**config.mk**
```make
export PLATFORM = sky130hd
export DESIGN_NAME = clk_en_ctrl
export DESIGN_NICKNAME = d
export VERILOG_FILES = /design/src/rtl/clk_en_ctrl.sv
export SDC_FILE = /design/constraint.sdc
export NUM_CORES = 1
export LEC_CHECK = 0
export BUFFER_PORTS_ARGS = -buffer_cell sky130_fd_sc_hd__buf_4
export CORE_ASPECT_RATIO = 0.75
export CORE_UTILIZATION = 41
export DETAILED_ROUTE_END_ITERATION = 6
export GPL_ROUTABILITY_DRIVEN = 0
export PLACE_DENSITY = 0.62
export SYNTH_ARGS = -nofsm -noshare
export SYNTH_HDL_FRONTEND = slang
export SYNTH_SLANG_ARGS = --single-unit
```
**constraint.sdc**
```tcl
create_clock -name clk -period 5.7 [get_ports clk]
set_input_delay 0 -clock clk [delete_from_list [all_inputs] [get_ports clk]]
set_output_delay 0 -clock clk [all_outputs]
set_load 0.1 [all_outputs]
```
**src/rtl/clk_en_ctrl.sv**
```systemverilog
// clk_en_ctrl: per-channel divided clock-enable generator with shadowed, terminal-count-aligned reconfiguration
module clk_en_ctrl #(
    parameter  int N_CH = 4,
    parameter  int CW   = 16,
    localparam int CHW  = (N_CH > 1) ? $clog2(N_CH) : 1
) (
    input  logic            clk,
    input  logic            rst,
    input  logic            cfg_valid,
    output logic            cfg_ready,
    input  logic [CHW-1:0]  cfg_ch,
    input  logic [CW-1:0]   cfg_div,
    input  logic            cfg_en,
    input  logic            sync,
    output logic [N_CH-1:0] tick,
    output logic [N_CH-1:0] div_out,
    output logic [N_CH-1:0] pending
);
    // A channel accepts a new request only once its previous one has been applied
    always_comb begin
        cfg_ready = 1'b0;
        for (int i = 0; i < N_CH; i++)
            if (cfg_ch == CHW'(i)) cfg_ready = ~pending[i];
    end

    for (genvar g = 0; g < N_CH; g++) begin : g_ch
        logic [CW-1:0] div_q, div_d, sdiv_q, sdiv_d, cnt_q, cnt_d, deff;
        logic en_q, en_d, sen_q, sen_d, pend_q, pend_d, tick_q, tick_d, dout_q, dout_d;
        logic tc, hs, apply;
        assign deff  = (div_q == '0) ? CW'(1) : div_q;
        assign tc    = en_q && (cnt_q == deff - CW'(1));
        assign hs    = cfg_valid && cfg_ready && (cfg_ch == CHW'(g));
        // Shadow moves to active on sync, at terminal count, or at once when the channel is idle
        assign apply = pend_q && (sync || tc || !en_q);
        // Next state: sync realigns everything, otherwise count toward terminal count
        always_comb begin
            div_d  = apply ? sdiv_q : div_q;
            en_d   = apply ? sen_q : en_q;
            sdiv_d = hs ? cfg_div : sdiv_q;
            sen_d  = hs ? cfg_en : sen_q;
            pend_d = hs || (pend_q && !apply);
            cnt_d  = (sync || tc || !en_q) ? '0 : cnt_q + CW'(1);
            tick_d = !sync && tc;
            dout_d = (sync || !en_d) ? 1'b0 : (tc ? ~dout_q : dout_q);
        end
        // Channel state registers; reset drops any in-flight update
        always_ff @(posedge clk) begin
            if (rst) begin
                div_q  <= CW'(1);
                en_q   <= 1'b0;
                cnt_q  <= '0;
                sdiv_q <= CW'(1);
                sen_q  <= 1'b0;
                pend_q <= 1'b0;
                tick_q <= 1'b0;
                dout_q <= 1'b0;
            end else begin
                div_q  <= div_d;
                en_q   <= en_d;
                cnt_q  <= cnt_d;
                sdiv_q <= sdiv_d;
                sen_q  <= sen_d;
                pend_q <= pend_d;
                tick_q <= tick_d;
                dout_q <= dout_d;
            end
        end
        assign tick[g]    = tick_q;
        assign div_out[g] = dout_q;
        assign pending[g] = pend_q;
    end
endmodule

```
* Word-level counts from Yosys, hierarchy flattened
Index checks and enable logic that the tools add are counted.
Storage, ports and cells: logic and storage cells 130, input port bits 23, register bits 212, output and inout port bits 13
Operators by class: mux-type cells 12, bitwise gates (word level) 8, eq/ne operators 7, reductions and logical operators 63, $add $sub $neg 8
Operators by type and width (number):
- $add A16 B1 Y16 const B | 4
- $eq A16 B16 Y1 | 4
- $logic_not A16 Y1 | 4
- $mux W16 | 4
- $sub A16 B1 Y16 const B | 4
- $logic_and A1 B1 Y1 | 21
- $logic_or A1 B1 Y1 | 16
- $reduce_or A2 Y1 | 8
- $logic_not A1 Y1 | 13
- $mux W1 | 8
- $not A1 Y1 | 8
- $eq A2 B2 Y1 const B | 2
- $eq A2 B1 Y1 const B | 1
- $logic_not A2 Y1 | 1

* Logic depth before layout (Yosys ltp)
depth after elaboration 12, gate-level depth with buffers 15, depth with buffers taken out 12

* Worst setup path before layout
Ideal clock, no wire load.
path kind flip-flop to flip-flop, from register g_ch[1].div_q[8], to register g_ch[1].div_q[10], data required time 5.628 ns, stages on the path, launching flop included 15, library setup time 0.072 ns, arrival time 3.722 ns, clock period less this slack 3.793 ns, buffers on the path 2, slack 1.907 ns, cells stage by stage dfxtp_1 -> buf_2 -> or4_4 -> nor3_2 -> a21oi_1 -> ha_1 -> nor3b_1 -> and2_1 -> mux2i_1 -> o311a_1 -> a211oi_1 -> o2111ai_4 -> a31oi_4 -> buf_12 -> mux2i_1
Between the ends: longest elaborated chain between the ends 8
Ends and longest elaborated chain:
- from (decl) | line 27 | logic [CW-1:0] div_q, div_d, sdiv_q, sdiv_d, cnt_q, cnt_d, deff;
- from (signal assigned) | line 58 | div_q <= div_d;
- $logic_not A16 Y1 | line 30 | assign deff = (div_q == '0) ? CW'(1) : div_q;
- $mux W16 (*) | line 30
- $sub A16 B1 Y16 (*) | line 31 | assign tc = en_q && (cnt_q == deff - CW'(1));
- $eq A16 B16 Y1 (*) | line 31
- $logic_and A1 B1 Y1 (*) | line 31
- $logic_or A1 B1 Y1 (*) (2 in a row) | line 34 | assign apply = pend_q && (sync || tc || !en_q);
- $logic_and A1 B1 Y1 (*) | line 34
Every way passes the cells marked *; elsewhere a longest branch is shown, timed or not. A chain may end at the register's enable or synchronous reset.

* Worst setup path in the final report
from register g_ch[2].div_q[11], to register g_ch[2].div_q[10]
Between the ends: longest elaborated chain between the ends 8
Ends and longest elaborated chain (line):
- from (decl) | 27
- from (signal assigned) | 58
- $logic_not A16 Y1 | 30
- $mux W16 (*) | 30
- $sub A16 B1 Y16 (*) | 31
- $eq A16 B16 Y1 (*) | 31
- $logic_and A1 B1 Y1 (*) | 31
- $logic_or A1 B1 Y1 (*) (2 in a row) | 34
- $logic_and A1 B1 Y1 (*) | 34
Marked as above.

==> impl_results.md <==
- Cell Area, Synth: 0.0109 mm²
- Critical R2R Capture: g_ch[2].div_q[10]$_SDFFE_PP0N_
- Yosys warns: 0
- Share of cells above drive strength 1: 0.0729
- Sum Neg Setup Slack: 0 ns
- Inserted Diodes: 0
- Total Die Area: 0.0273 mm²
- Sw frac: 0.233
- CP Launch Type: flip-flop
- R2r setup slk: 1.19 ns
- CTS tree: done
- Clk sink count: 212
- Slew Limit Fails: 0
- Post-Synth XOR/XNOR Area: 0.0999
- Fill cells: 2579
- GRT overflow: 0
- Hold Crit Endpoint: g_ch[1].sdiv_q[3]$_SDFFE_PP0P_
- Number of global-route vias before repair: 7946
- Sequential share of power: 0.487
- CTS resizes: 0
- Sw Pwr: 0.726 mW
- Count leader, synth: dfxtp_1
- Clock Path Buffers: 3
- Syn Nets: 1337
- First drt pass iteration count: 5
- Per-cell routed wire length: 15.9 µm
- Reg clk slew, reported paths: 0.06 ns
- Final std cells w/o fill: 1660
- Hold path depth: 2
- Area taken by flip-flops and latches: 0.00424 mm²
- Crit-path cells: or3_1, nor4b_1, a21oi_1, ha_1, nor3b_2, nor4b_2, o21ai_0, o211ai_1, a221o_1, nor3_2, buf_4, o31a_1, mux2i_1
- CTS buffer count: 22
- Worst path slowest cell: o31a_1
- Htree depth: 1
- Iter 0 DRT Violations: 696
- Drt drc: 0
- Final period utilization: 0.791
- Seq/Total Area, Yosys: 0.389
- CTS Root Buffer Type: clkbuf_16
- Leading area contributor after synthesis: dfxtp_1
- Pwr Density: 256 mW/mm²
- Leakage: 4.10 nW
- Worst Tran Pin Value: 1.06 ns
- Number of synthesized flops with an enable pin: 0
- Asr flop ratio synth: 0
- Crit path largest cell delay: 0.84 ns
- Reg2Reg Depth: 13
- WP data required: 6.14 ns
- Gate power share: 0.052
- Compound-gate portion of the synthesized area: 0.108
- Worst R2R Start: g_ch[2].div_q[11]$_SDFFE_PP0N_
- Mapped Avg Cell Area: 8.36 µm²
- Final min period: 4.51 ns
- Port Buf Inserts: 35
- Top cells by area, synth: dfxtp_1, mux2i_1, nand2b_1, nand2_1, xor2_1
- Status: finished, final reports clean
- Pint: 2.39 mW
- Final hold slack: 0.0938 ns
- Clock Skew: 0.00678 ns
- Worst Path Arrival: 4.95 ns
- Post-CTS setup buffers: 0
- Nets@finish: 1331
- Peak supply drop: 0.000221 V
- Via count: 8936
- Hold buffers post-CTS: 19
- Maximum number of pins on one net before global-route repair: 112
- Maxcap violations: 0
- CP max FO: 21
- FP Rows: 51
- Post-Place Cells: 1601
- Cells after Synth: 1306
- Hpwl dp: 18500 µm
- First-pass GRT wire length: 43000 µm
- Area after DPL: 0.0112 mm²
- Register bit total from synthesis: 212
- Gr usage total: 0.195
- Fmax: 0.222 GHz
- Critical path endpoint category: flip-flop
- Simple-gate share of the synthesized area: 0.282
- Ys flop type: dfxtp_1
- Number of I/O pins: 36
- Post-Synth Adder-Cell Area: 0.00916
- Final WL: 26400 µm
- DR vias/cell: 5.38
- Post-synth top area share: 0.389
- Largest family of logic cells by synthesized area: simple AND/OR/NAND/NOR gates
- Core ar.: 0.0260 mm²
- Hold WC Path Type: input port to flip-flop
- Clock share of power: 0.461
- Hold Fails Final Rpt: 0
- Final setup fails: 0
- Synth-to-layout area growth: 11.3%
- Post-synth top cells: dfxtp_1, nand2_1, nor2_1, nand2b_1, a21oi_1
- RSZ-0062 raised after global routing: no
- Clk Latency, worst-skew pair: 0.52 ns
- Die width: 190 µm
- Finished Cell Area: 0.0122 mm²
- Worst Hold Launch: rst
- Final core occ: 0.467
- Crit path kind: flip-flop to flip-flop
- Unique masters post-synth: 78
- Multi-input gate area: 0.00622 mm²
- Post-synthesis mux area share: 0.0679
- Max-slew headroom: 0.287
- Initial Util: 0.420
- Antenna violations before repair: 0
- Final ANT Viol Nets: 0
- Die Span Y: 143 µm
[per-stage QoR]
stage                     power (mW)  setup WS (ns)
after floorplan                 1.65           1.91
after global placement          1.70           1.38
after detailed placement        1.70           1.28
after CTS                       3.16           1.26
after global routing            3.23          0.832
final                           3.11           1.19
[registers in the layout, indices dropped and copies added, names as in the netlist]
register / cells
g_ch.sdiv_q: 64
g_ch.tick_q: 4
g_ch.sen_q: 4
g_ch.cnt_q: 64
g_ch.en_q: 4
g_ch.dout_q: 4
g_ch.pend_q: 4
g_ch.div_q: 64
[critical path, delay by kind of cell, from the launching register on]
kind	cells	cell delay, ns
buf+inv	1	0.27
fa+ha+maj	1	0.26
mux	1	0.28
flops	1	0.37
simple gates	5	1.60
compound gates	5	1.64
[area by class of cell]
class | count | area share
Multi-Input combinational cell | 988 | 0.511
Clock inverter | 11 | 0.00762
Tap cell | 344 | 0.0354
Inverter | 20 | 0.00618
Timing Repair Buffer | 56 | 0.0385
Sequential cell | 212 | 0.349
Clock buffer | 29 | 0.0517
[metal layers]
layer,vias to the layer above,track usage,part of all wire
met4,0,0.0472,0.019
li1,4487,-,-
met2,202,0.280,0.41
met3,35,0.0315,0.046
met5,-,0,0
met1,4212,0.300,0.52
[cells in the final DEF, fill, tap and decap left out, types with 10 or more instances in the layout]
cell / count
mux2i_1: 73
nand4_1: 17
clkbuf_16: 23
o21ai_0: 17
xnor2_1: 52
dlygate4sd3_1: 19
buf_4: 37
nand2b_1: 102
inv_1: 20
or4_1: 14
nor3b_1: 10
nor4_1: 15
dfxtp_1: 212
nor3_1: 40
nand3_1: 53
or3_1: 14
nor2_1: 107
a31oi_1: 12
and3_1: 20
a21oi_1: 85
nand2_1: 166
xor2_1: 70
[power by group through the flow]
stage / Sequential (mW) / Clock, mW / Combinational, mW
after floorplan: 1.54 / 0 / 0.105
after global placement: 1.55 / 0 / 0.151
after detailed placement: 1.55 / 0 / 0.153
after CTS: 1.52 / 1.48 / 0.163
after global routing: 1.52 / 1.54 / 0.176
final: 1.52 / 1.44 / 0.163
[cells by family after synthesis]
kind of cell	Yosys count
buffers and inverters	106
DFF	212
and+or+nand+nor	602
xor gates and xnor gates	123
muxes	74
adders and majority gates	8
AOI/OAI and AO/OA	181
[worst max path at each step]
| stage | startpoint | end | depth (start not counted) |
|---|---|---|---|
| 3_3_place_gp | g_ch[2].div_q[11]$_SDFFE_PP0N_ | g_ch[2].div_q[6]$_SDFFE_PP0N_ | 13 |
| 2_1_floorplan | g_ch[1].div_q[8]$_SDFFE_PP0N_ | g_ch[1].div_q[10]$_SDFFE_PP0N_ | 14 |
| 4_1_cts | g_ch[2].div_q[11]$_SDFFE_PP0N_ | g_ch[2].div_q[9]$_SDFFE_PP0N_ | 13 |
| 5_1_grt | g_ch[2].div_q[11]$_SDFFE_PP0N_ | g_ch[2].div_q[10]$_SDFFE_PP0N_ | 13 |
| 3_5_place_dp | g_ch[2].div_q[11]$_SDFFE_PP0N_ | g_ch[2].div_q[8]$_SDFFE_PP0N_ | 13 |
| 6_report | g_ch[2].div_q[11]$_SDFFE_PP0N_ | g_ch[2].div_q[10]$_SDFFE_PP0N_ | 13 |
Power figures use the tool's default switching activity.
